<file path="src/rtl/mips16_pkg.sv">
// Shared constants for the 16-bit multi-cycle MIPS sequencer: opcodes, ALU codes, FSM states.
package mips16_pkg;

  localparam int unsigned         WIDTH_DEF     = 16;
  localparam logic [15:0]         HALT_WORD_DEF = 16'hFFFF;

  localparam logic [3:0] OP_ADD  = 4'd0;
  localparam logic [3:0] OP_SUB  = 4'd1;
  localparam logic [3:0] OP_AND  = 4'd2;
  localparam logic [3:0] OP_OR   = 4'd3;
  localparam logic [3:0] OP_NOR  = 4'd4;
  localparam logic [3:0] OP_NAND = 4'd5;
  localparam logic [3:0] OP_SLT  = 4'd6;
  localparam logic [3:0] OP_ADDI = 4'd7;

  // {ainv, binv, op[1:0]}
  localparam logic [3:0] ALU_AND  = 4'b0000;
  localparam logic [3:0] ALU_OR   = 4'b0001;
  localparam logic [3:0] ALU_ADD  = 4'b0010;
  localparam logic [3:0] ALU_SUB  = 4'b0110;
  localparam logic [3:0] ALU_SLT  = 4'b0111;
  localparam logic [3:0] ALU_NOR  = 4'b1100;
  localparam logic [3:0] ALU_NAND = 4'b1101;

  typedef enum logic [2:0] {
    S_IDLE   = 3'd0,
    S_FETCH  = 3'd1,
    S_DECODE = 3'd2,
    S_EXEC   = 3'd3,
    S_WB     = 3'd4,
    S_HALT   = 3'd5
  } state_t;

endpackage

</file>
<file path="src/rtl/mips16_ctrl_decode.sv">
// Combinational opcode decoder: datapath steering and ALU control for ops 0..7.
module mips16_ctrl_decode
  import mips16_pkg::*;
(
  input  logic [3:0] op,
  output logic       reg_dst,
  output logic       alu_src,
  output logic [3:0] alu_control,
  output logic       legal
);

  always_comb begin
    reg_dst     = 1'b1;
    alu_src     = 1'b0;
    alu_control = ALU_AND;
    legal       = 1'b1;
    case (op)
      OP_ADD:  alu_control = ALU_ADD;
      OP_SUB:  alu_control = ALU_SUB;
      OP_AND:  alu_control = ALU_AND;
      OP_OR:   alu_control = ALU_OR;
      OP_NOR:  alu_control = ALU_NOR;
      OP_NAND: alu_control = ALU_NAND;
      OP_SLT:  alu_control = ALU_SLT;
      OP_ADDI: begin
        reg_dst     = 1'b0;
        alu_src     = 1'b1;
        alu_control = ALU_ADD;
      end
      default: begin
        reg_dst = 1'b0;
        legal   = 1'b0;
      end
    endcase
  end

endmodule

</file>
<file path="src/rtl/mips16_multicycle_seq.sv">
// Multi-cycle sequencer: fetch handshake, IR, decode/exec/writeback stepping, halt/illegal tracking.
module mips16_multicycle_seq
  import mips16_pkg::*;
#(
  parameter int unsigned       WIDTH         = WIDTH_DEF,
  parameter logic [WIDTH-1:0]  HALT_WORD     = WIDTH'(HALT_WORD_DEF),
  parameter int unsigned       FETCH_TIMEOUT = 8
) (
  input  logic             clock,
  input  logic             reset,
  input  logic             start,
  output logic             imem_req,
  input  logic             imem_ack,
  input  logic [WIDTH-1:0] imem_rdata,
  output logic [WIDTH-1:0] ir,
  output logic             pc_write,
  output logic             reg_write,
  output logic             reg_dst,
  output logic             alu_src,
  output logic [3:0]       alu_control,
  output logic             halted,
  output logic             illegal,
  output logic [15:0]      instr_count,
  output logic [2:0]       state
);

  state_t      cur;
  logic [31:0] tcnt;
  logic        dec_reg_dst;
  logic        dec_alu_src;
  logic [3:0]  dec_alu_control;
  logic        dec_legal;

  assign state = cur;

  mips16_ctrl_decode u_decode (
    .op          (ir[WIDTH-1:WIDTH-4]),
    .reg_dst     (dec_reg_dst),
    .alu_src     (dec_alu_src),
    .alu_control (dec_alu_control),
    .legal       (dec_legal)
  );

  // Outputs are registered one state ahead, so each is valid for the whole state it belongs to.
  always_ff @(posedge clock or posedge reset) begin
    if (reset) begin
      cur         <= S_IDLE;
      ir          <= '0;
      imem_req    <= 1'b0;
      pc_write    <= 1'b0;
      reg_write   <= 1'b0;
      reg_dst     <= 1'b0;
      alu_src     <= 1'b0;
      alu_control <= '0;
      halted      <= 1'b0;
      illegal     <= 1'b0;
      instr_count <= '0;
      tcnt        <= '0;
    end else begin
      pc_write  <= 1'b0;
      reg_write <= 1'b0;
      case (cur)
        S_IDLE: begin
          if (start) begin
            imem_req <= 1'b1;
            tcnt     <= '0;
            cur      <= S_FETCH;
          end
        end
        S_FETCH: begin
          if (imem_ack) begin
            ir       <= imem_rdata;
            imem_req <= 1'b0;
            cur      <= S_DECODE;
          end else if (FETCH_TIMEOUT != 0 && tcnt == 32'(FETCH_TIMEOUT - 1)) begin
            imem_req <= 1'b0;
            illegal  <= 1'b1;
            halted   <= 1'b1;
            cur      <= S_HALT;
          end else begin
            tcnt <= tcnt + 32'd1;
          end
        end
        S_DECODE: begin
          if (ir == HALT_WORD) begin
            halted <= 1'b1;
            cur    <= S_HALT;
          end else if (dec_legal) begin
            reg_dst     <= dec_reg_dst;
            alu_src     <= dec_alu_src;
            alu_control <= dec_alu_control;
            cur         <= S_EXEC;
          end else begin
            illegal <= 1'b1;
            halted  <= 1'b1;
            cur     <= S_HALT;
          end
        end
        S_EXEC: begin
          pc_write    <= 1'b1;
          reg_write   <= 1'b1;
          instr_count <= instr_count + 16'd1;
          cur         <= S_WB;
        end
        S_WB: begin
          reg_dst     <= 1'b0;
          alu_src     <= 1'b0;
          alu_control <= '0;
          imem_req    <= 1'b1;
          tcnt        <= '0;
          cur         <= S_FETCH;
        end
        S_HALT: begin
          imem_req <= 1'b0;
        end
        default: begin
          imem_req    <= 1'b0;
          reg_dst     <= 1'b0;
          alu_src     <= 1'b0;
          alu_control <= '0;
          cur         <= S_IDLE;
        end
      endcase
    end
  end

endmodule
</file>
<file path="config.mk">
export PLATFORM = sky130hd
export DESIGN_NAME = mips16_multicycle_seq
export DESIGN_NICKNAME = d
export VERILOG_FILES = /design/src/rtl/mips16_pkg.sv /design/src/rtl/mips16_ctrl_decode.sv /design/src/rtl/mips16_multicycle_seq.sv
export SDC_FILE = /design/constraint.sdc
export NUM_CORES = 1
export LEC_CHECK = 0
export BUFFER_PORTS_ARGS = -buffer_cell sky130_fd_sc_hd__buf_4
export CAP_MARGIN = 40
export CELL_PAD_IN_SITES_DETAIL_PLACEMENT = 2
export CELL_PAD_IN_SITES_GLOBAL_PLACEMENT = 2
export CORE_MARGIN = 3
export CORE_UTILIZATION = 27
export DETAILED_ROUTE_END_ITERATION = 16
export GPL_TIMING_DRIVEN = 0
export MAX_ROUTING_LAYER = met4
export PLACE_DENSITY = 0.7
export SLEW_MARGIN = 30
export SYNTH_ARGS = -nofsm -noshare
export SYNTH_HDL_FRONTEND = slang
export SYNTH_SLANG_ARGS = --single-unit
</file>
<file path="constraint.sdc">
create_clock -name clock -period 5.1 [get_ports clock]
set_input_delay 0.765 -clock clock [delete_from_list [all_inputs] [get_ports clock]]
set_output_delay 0.765 -clock clock [all_outputs]
set_load 0.005 [all_outputs]
</file>
Word-level counts from Yosys, hierarchy flattened
Cells that the tools add are included.
- input bits: 20
- output and inout bits: 46
- word-level logic and storage cells: 90
- register bits: 77
- bitwise gates (word level): 3
- add/subtract/negate cells: 2
- reduce and logical (&&, ||, !) cells: 16
- eq/ne operators: 23
- mux-type cells: 35
- operators with widths (cell ; count):
    $mux W32 ; 3
    $pmux W32 S3 ; 1
    $add A32 B1 Y32 const B ; 1
    $eq A32 B3 Y1 const B ; 1
    $pmux W4 S6 ; 1
    $pmux W3 S6 ; 1
    $add A16 B1 Y16 const B ; 1
    $eq A16 B16 Y1 const B ; 1
    $eq A4 B3 Y1 const B ; 4
    $mux W1 ; 16
    $mux W3 ; 5
    $ne A2 B2 Y1 const B ; 7
    $reduce_and A3 Y1 ; 3
    $eq A4 B2 Y1 const B ; 2
    $mux W4 ; 2
    $pmux W1 S2 ; 4
    $pmux W4 S2 ; 1
    $reduce_and A4 Y1 ; 2
    $reduce_or A8 Y1 ; 1
    $reduce_or A7 Y1 ; 1
    $eq A3 B2 Y1 const B ; 2
    $eq A3 B3 Y1 const B ; 2
    $ne A3 B3 Y1 const B ; 2
    $reduce_and A5 Y1 ; 1
    other kinds (11) ; 14

Logic depth before layout (Yosys ltp)
Gate-level depths: netlist of run 1.
- depth after elaboration: 6
- mapped depth: 7
- mapped depth without buffers: 6

Cells and area by module
From an unflattened synthesis of run 1, not the netlist that was laid out.
- cells, all modules: 382
- area, all modules: 3807.4 µm²
- by module, submodules not included (module ; cells each ; instances ; seq. area each (µm²) ; area each (µm²)):
    mips16_multicycle_seq ; 368 ; 1 ; 1926.8 ; 3717.3
    mips16_ctrl_decode ; 14 ; 1 ; 0.0 ; 90.1

Least setup slack after synthesis of run 1
OpenSTA, ideal clock, no wires.
- kind: reg2reg
- start point: reg cur[2] (netlist: state[2])
- end point: reg tcnt[21]
- arrival time: 1.781 ns
- period minus slack after synthesis: 1.859 ns
- slack: 3.241 ns
- stages on the path, launching flop included: 7
- data required time: 5.022 ns
- path through: dfrtp_1 > buf_6 > or3b_4 > nor2_8 > o21ai_4 > or4_1 > a21oi_1
- cells in the longest elaborated chain, start to end: 3
- elaborated cells between the ends (all ways): 9
- classes of those cells: eq/ne (5); mux (1); reduce/logical (3)
- RTL lines (element ; RTL line ; RTL):
    from (decl) ; mips16_multicycle_seq.sv:27 ; state_t cur;
    from (signal assigned) ; mips16_multicycle_seq.sv:47 ; cur <= S_IDLE;
    from (signal assigned) ; mips16_multicycle_seq.sv:67 ; cur <= S_FETCH;
    from (signal assigned) ; mips16_multicycle_seq.sv:74 ; cur <= S_DECODE;
    $eq A3 B1 Y1 (tied with other cells) ; mips16_multicycle_seq.sv:62 ; case (cur)
    $ne A2 B2 Y1 (no line) / $reduce_bool A3 Y1 (equally long branches) ; - ;
    $reduce_and A4 Y1 (no line) ; - ;
    to (signal assigned) ; mips16_multicycle_seq.sv:81 ; tcnt <= tcnt + 32'd1;
    to (decl) ; mips16_multicycle_seq.sv:28 ; logic [31:0] tcnt;
Parallel ways exist; a longest one is shown, timed or not.
A chain may end at the register's enable or synchronous reset.

Final worst setup path of run 1
- start point: reg tcnt[0]
- end point: reg tcnt[10]
- cells in the longest elaborated chain, start to end: 4
- elaborated cells between the ends (all ways): 7
- classes of those cells: add/sub (1); eq/ne (2); mux (3); reduce/logical (1)
- RTL lines (element ; RTL line ; RTL):
    $add A32 B1 Y32 ; mips16_multicycle_seq.sv:81 ;
    $mux W32 ; mips16_multicycle_seq.sv:75 ; end else if (FETCH_TIMEOUT != 0 && tcnt == 32'(FETCH_TIMEOUT - 1)) begin
    $mux W32 ; mips16_multicycle_seq.sv:71 ; if (imem_ack) begin
    $pmux W32 S3 ; mips16_multicycle_seq.sv:62 ;
Parallel ways exist; a longest one is shown, timed or not. The select of a mux whose other input is x is not followed.

==> out/qor.yml, run 1 <==
outcome: "finished clean"
cts_tree: "done"
mostFrequentLayoutCells: "dfrtp_1, buf_4, nand2_1"
antenna_found_initial: 0
fillCellCount: 1455
path_clk_slew_ns: 0.06
p_sw_mw: 0.272
path_class: "reg -> reg"
routedWlPerCell_um: 18.0
fp-row-count: 42
cts-root-buf: "clkbuf_16"
gp_congestion: 0.764
clk_latency_ns: 0.35
power_frac_comb_pct: 2.2
cp-start-kind: "flip-flop"
syn_area_per_cell_um2: 10.3
cts.repair.resized: 0
final_cell_area_mm2: 0.00483
rsz0062_at_grt: "false"
dpl.hpwl_um: 8170
netlist_area_mm2: 0.00379
finalSetupTns_ns: 0
die_area_mm2: 0.0155
synth-seq-cells: 77
die_h_um: 124
area.growth.synth_to_final_pct: 27.4
worst-path-max-fanout: 10
ys_seq_area_share_pct: 50.9
synth_edf_count: 0
overflow: 0
async_reset_ff_share_pct: 100
synthTopCellsByArea: "dfrtp_1, mux2_2, nand2_1"
power_density_mw_per_mm2: 262
period_share_pct: 46.7
grt_pass1_wl_um: 19600
drc: 0
synth_warnings: 0
dp_slack_ns: 2.73
yosysTopAreaCell: "dfrtp_1"
p_seq_share_pct: 48.4
vdd_drop_max_uv: 156
setup_violations: 0
maxSlewHeadroom_pct: 52.9
syn_nets: 391
fin_skew_ns: 0.00949
layout_commonest_cell: "dfrtp_1"
max_freq_mhz: 420
arrival_ns: 2.64
ctsHoldBuffers: 0
dr.pass1.iters: 4
fp.dieW_um: 124
grt_pass1_vias: 3643
initial_core_util_pct: 28.1
clockBufferDepth: 2
place_inst: 611
wl_um: 11300
coreArea_mm2: 0.0135
finalNetCount: 469
power_leakage_nw: 2.23
intPower_mw: 0.992
finalMaxSlewViolations: 0
ys_types: 53
cts_setup_buffers: 0
htreeDepth: 3
drive_gt1_share_pct: 27.4
synth_top_cell_area_share_pct: 50.9
min_path_type: "in -> async"
hold_violations: 0
placed_cell_area_mm2: 0.00453
antenna_cells: 0
clock_sinks: 77
ys.flop_type: "dfrtp_1"
fin_ws_ns: 2.72
tightestPinTransition_ns: 0.701
cts-buffers-inserted: 9
vias: 3274
endpoint_kind: "flip-flop"
grt_use_total_pct: 16.0
ios: 66
grt_max_degree: 57
crit_required_ns: 5.36
clkPwrFrac_pct: 49.4
finalCriticalPeriod_ns: 2.38
synthCells: 369
drt-initial-drc-count: 141
viasPerCell: 5.21
layoutNonFillerInstCount: 628
antenna_left: 0
port_buffers: 65
sw_frac_of_total_pct: 21.5
finalHoldWorstSlack_ns: 0.361
cap_violations: 0
cells by family after synthesis:
family                   after synthesis  synth area share (%)
XOR/XNOR                              20                  4.62
multiplexers                          19                  5.55
AND/OR/NAND/NOR                      148                  21.9
flip-flops                            77                  50.9
AO/OA/AOI/OAI                         81                  13.5
adder cells (fa/ha/maj)                2                 0.660
buffers and inverters                 22                  2.91
Yosys cell counts, drive strengths merged, types with 3 or more instances:
library cell	count
nand2	42
and3	8
nand3	16
or2	3
o21ai	22
xnor2	9
clkbuf	6
o21a	3
nor3	7
mux2	16
a41oi	3
a21oi	20
or3	7
xor2	11
inv	5
and4	4
and2	4
o31ai	6
mux2i	3
buf	11
a22o	3
dfrtp	77
nor2	20
nor4	12
nand4	18
a31oi	13
layer usage:
layer,global-route usage [%],wire [µm]
met5,-,0
met1,19.6,5110
met2,25.5,5490
met4,3.55,115
met3,5.62,613
critical path, cell delays in order, from the launching register on:
cell	delay (ns)
dfrtp_1	0.41
ha_1	0.33
nor4bb_1	0.28
nand4_1	0.29
o21ai_4	0.39
nand2_1	0.16
buf_2	0.23
a31oi_1	0.19
power groups by stage:
stage	Clock [mW]	Combinational (mW)	Sequential, mW
2_1_floorplan	0	0.00951	0.623
3_3_place_gp	0	0.0259	0.623
3_5_place_dp	0	0.0295	0.623
4_1_cts	0.640	0.0296	0.612
5_1_grt	0.678	0.0322	0.611
6_report	0.624	0.0283	0.612
path summary, 6_finish.rpt:
path / startpoint / slack (ns) / endpoint / cells after the start
min reg2reg: instr_count[15]$_DFFE_PP0P_ / 0.48 / instr_count[15]$_DFFE_PP0P_ / 1
max: tcnt[0]$_DFFE_PP0P_ / 2.72 / tcnt[10]$_DFFE_PP0P_ / 7
max reg2reg: tcnt[0]$_DFFE_PP0P_ / 2.72 / tcnt[10]$_DFFE_PP0P_ / 7
min: reset / 0.36 / tcnt[8]$_DFFE_PP0P_ / 2
max in group asynchronous: reset / 4.18 / illegal$_DFFE_PP0P_ / 3
min in group clock: instr_count[15]$_DFFE_PP0P_ / 0.48 / instr_count[15]$_DFFE_PP0P_ / 1
registers in the layout, indices dropped and copies added, names as in the netlist:
register / flops
state: 3
reg_dst: 1
ir: 16
imem_req: 1
tcnt: 32
instr_count: 16
halted: 1
alu_control: 4
alu_src: 1
reg_write: 1
illegal: 1
metrics by stage:
step	power (mW)	util [%]
final	1.26	35.7
after global routing	1.32	35.7
after CTS	1.28	35.7
after detailed placement	0.652	33.5
after global placement	0.649	33.3
after floorplan	0.632	-
cell type report:
class                           instances  area (µm²)  share of cell area (%)
Sequential cell                        77        1930                    39.9
Multi-Input combinational cell        270        1750                    36.3
Timing Repair Buffer                   67         523                    10.8
Clock buffer                           13         270                    5.60
Tap cell                              176         220                    4.56
Buffer                                 17        91.3                    1.89
Inverter                                5        23.8                   0.493
Clock inverter                          3        18.8                   0.389
(Power assumes the default switching activity.)
==> run 2, diff against run 1 <==
- clock period: 5.1 -> 2.3 ns (I/O delays scaled with it)
==> out/qor.yml, run 2 (same netlist as run 1, synthesis figures left out) <==
outcome: "finished clean"
fp.dieW_um: 124  # unchanged
fp-row-count: 42  # unchanged
min_path_type: "in -> async"
fin_ws_ns: 0.148  # -2.57 ns
r2r_setup_slack_ns: 0.15  # -2.57 ns
overflow: 0  # unchanged
period_share_pct: 93.6  # +47 points
coreArea_mm2: 0.0135  # unchanged
antenna_found_initial: 0  # unchanged
drt-initial-drc-count: 199  # +41%
setup_violations: 0  # unchanged
drive_gt1_share_pct: 29.6  # +2.2 points
ctsHoldBuffers: 0  # unchanged
worst-path-max-fanout: 10  # unchanged
port_buffers: 65  # unchanged
finalCriticalPeriod_ns: 2.15  # -0.231 ns
arrival_ns: 2.42  # -0.22 ns
clockBufferDepth: 2  # unchanged
initial_core_util_pct: 28.1  # unchanged
routedWlPerCell_um: 18.4  # +2.1%
mostFrequentLayoutCells: "dfrtp_1, buf_4, nand2_1"
path_class: "reg -> reg"
finalNetCount: 476  # +1.5%
antenna_cells: 0  # unchanged
power_density_mw_per_mm2: 581  # +120%
cap_violations: 0  # unchanged
fin_skew_ns: 0.0113  # +0.00177 ns
place_inst: 614  # +0.49%
wl_um: 11700  # +3.3%
clock_sinks: 77  # unchanged
drc: 0  # unchanged
tightestPinTransition_ns: 0.754  # +0.0528 ns
max_freq_mhz: 465  # +11%
endpoint_kind: "flip-flop"
cts-buffers-inserted: 9  # unchanged
gp_congestion: 0.803  # +5.2%
rsz0062_at_grt: "false"
dpl.hpwl_um: 8470  # +3.8%
dp_slack_ns: -0.178  # -2.91 ns
power_leakage_nw: 2.29  # +2.5%
clk_latency_ns: 0.35  # about the same
reg_top3: "tcnt: 32 flops, instr_count: 16 flops, ir: 16 flops"
vias: 3267  # -0.21%
finalSetupTns_ns: 0  # unchanged
die_h_um: 124  # unchanged
die_area_mm2: 0.0155  # unchanged
antenna_left: 0  # unchanged
grt_pass1_vias: 3691  # +1.3%
cp-startpoint: "state[2]$_DFFE_PP0P_"
grt_pass1_wl_um: 19900  # +1.2%
grt_max_degree: 27  # -53%
htreeDepth: 3  # unchanged
crit_required_ns: 2.56  # -2.80 ns
cts-root-buf: "clkbuf_16"
hold_violations: 0  # unchanged
path_clk_slew_ns: 0.07  # about the same
ios: 66  # unchanged
cp-start-kind: "flip-flop"
largest_reg_flops: 32  # unchanged
dr.pass1.iters: 4  # unchanged
top_register: "tcnt"
viasPerCell: 5.14  # -1.3%
layout_commonest_cell: "dfrtp_1"
reg2reg_from: "state[2]$_DFFE_PP0P_"
cts_tree: "done"
vdd_drop_max_uv: 349  # +120%
grt_use_total_pct: 16.3  # +0.32 points
finalMaxSlewViolations: 0  # unchanged
area.growth.synth_to_final_pct: 30.6
layoutNonFillerInstCount: 635  # +1.1%
maxSlewHeadroom_pct: 49.4  # -3.5 points
==> run 2: through the flow <==
stage / cell area, µm² / power [mW] / hold slack [ns] / utilization, %
floorplan: 3790 / 1.40 / 0.452 / -
global placement: 4500 / 1.44 / 0.460 / 33.3
detailed placement: 4580 / 1.46 / 0.393 / 33.9
CTS: 4900 / 2.93 / 0.00856 / 36.3
global route: 4950 / 3.01 / 0.0239 / 36.6
finish: 4950 / 2.88 / 0.0123 / 36.6
==> run 2: power by group <==
part | internal (mW) | switching (mW) | total [mW]
clock | 0.844 | 0.603 | 1.45
sequential | 1.36 | 0.00123 | 1.36
combinational | 0.0344 | 0.0372 | 0.0716
==> run 2: repair_timing <==
item | in CTS | in global routing
hold endpoints to repair | 0 | 0
resized for setup | 1 | 5
setup endpoints to repair | 19 | 21
pin swaps | 1 | 4
buffers inserted | 2 | 3
==> run 2: area by class of cell <==
| type | count | area [µm²] |
|---|---|---|
| Fill cell | 1449 | 8560 |
| Sequential cell | 77 | 1930 |
| Multi-Input combinational cell | 270 | 1780 |
| Timing Repair Buffer | 74 | 608 |
| Clock buffer | 9 | 225 |
| Tap cell | 176 | 220 |
| Buffer | 17 | 91.3 |
| Clock inverter | 7 | 73.8 |
| Inverter | 5 | 22.5 |
==> run 2: critical path, cell delays in order (launching register included) <==
cell	delay (ns)
dfrtp_1	0.40
buf_6	0.15
or3b_4	0.44
nor2_8	0.16
o21ai_4	0.09
buf_4	0.16
or4_1	0.49
a21oi_1	0.18
==> run 2: layer usage <==
layer | vias up | share of wire [%] | global-route usage, %
li1 | 1534 | - | -
met1 | 1663 | 44 | 20.1
met2 | 61 | 50 | 26.3
met3 | 9 | 4.4 | 5.27
met4 | 0 | 0.94 | 3.35
met5 | - | 0 | -
==> run 2: final timing paths <==
check	end	cells past startpoint
worst max-delay path	tcnt[21]$_DFFE_PP0P_	7
worst min-delay path	ir[10]$_DFFE_PP0P_	2
worst max register to register	tcnt[21]$_DFFE_PP0P_	7
worst min register to register	instr_count[15]$_DFFE_PP0P_	1
max in group asynchronous	tcnt[10]$_DFFE_PP0P_	4
min in group clock	ir[15]$_DFFE_PP0P_	3
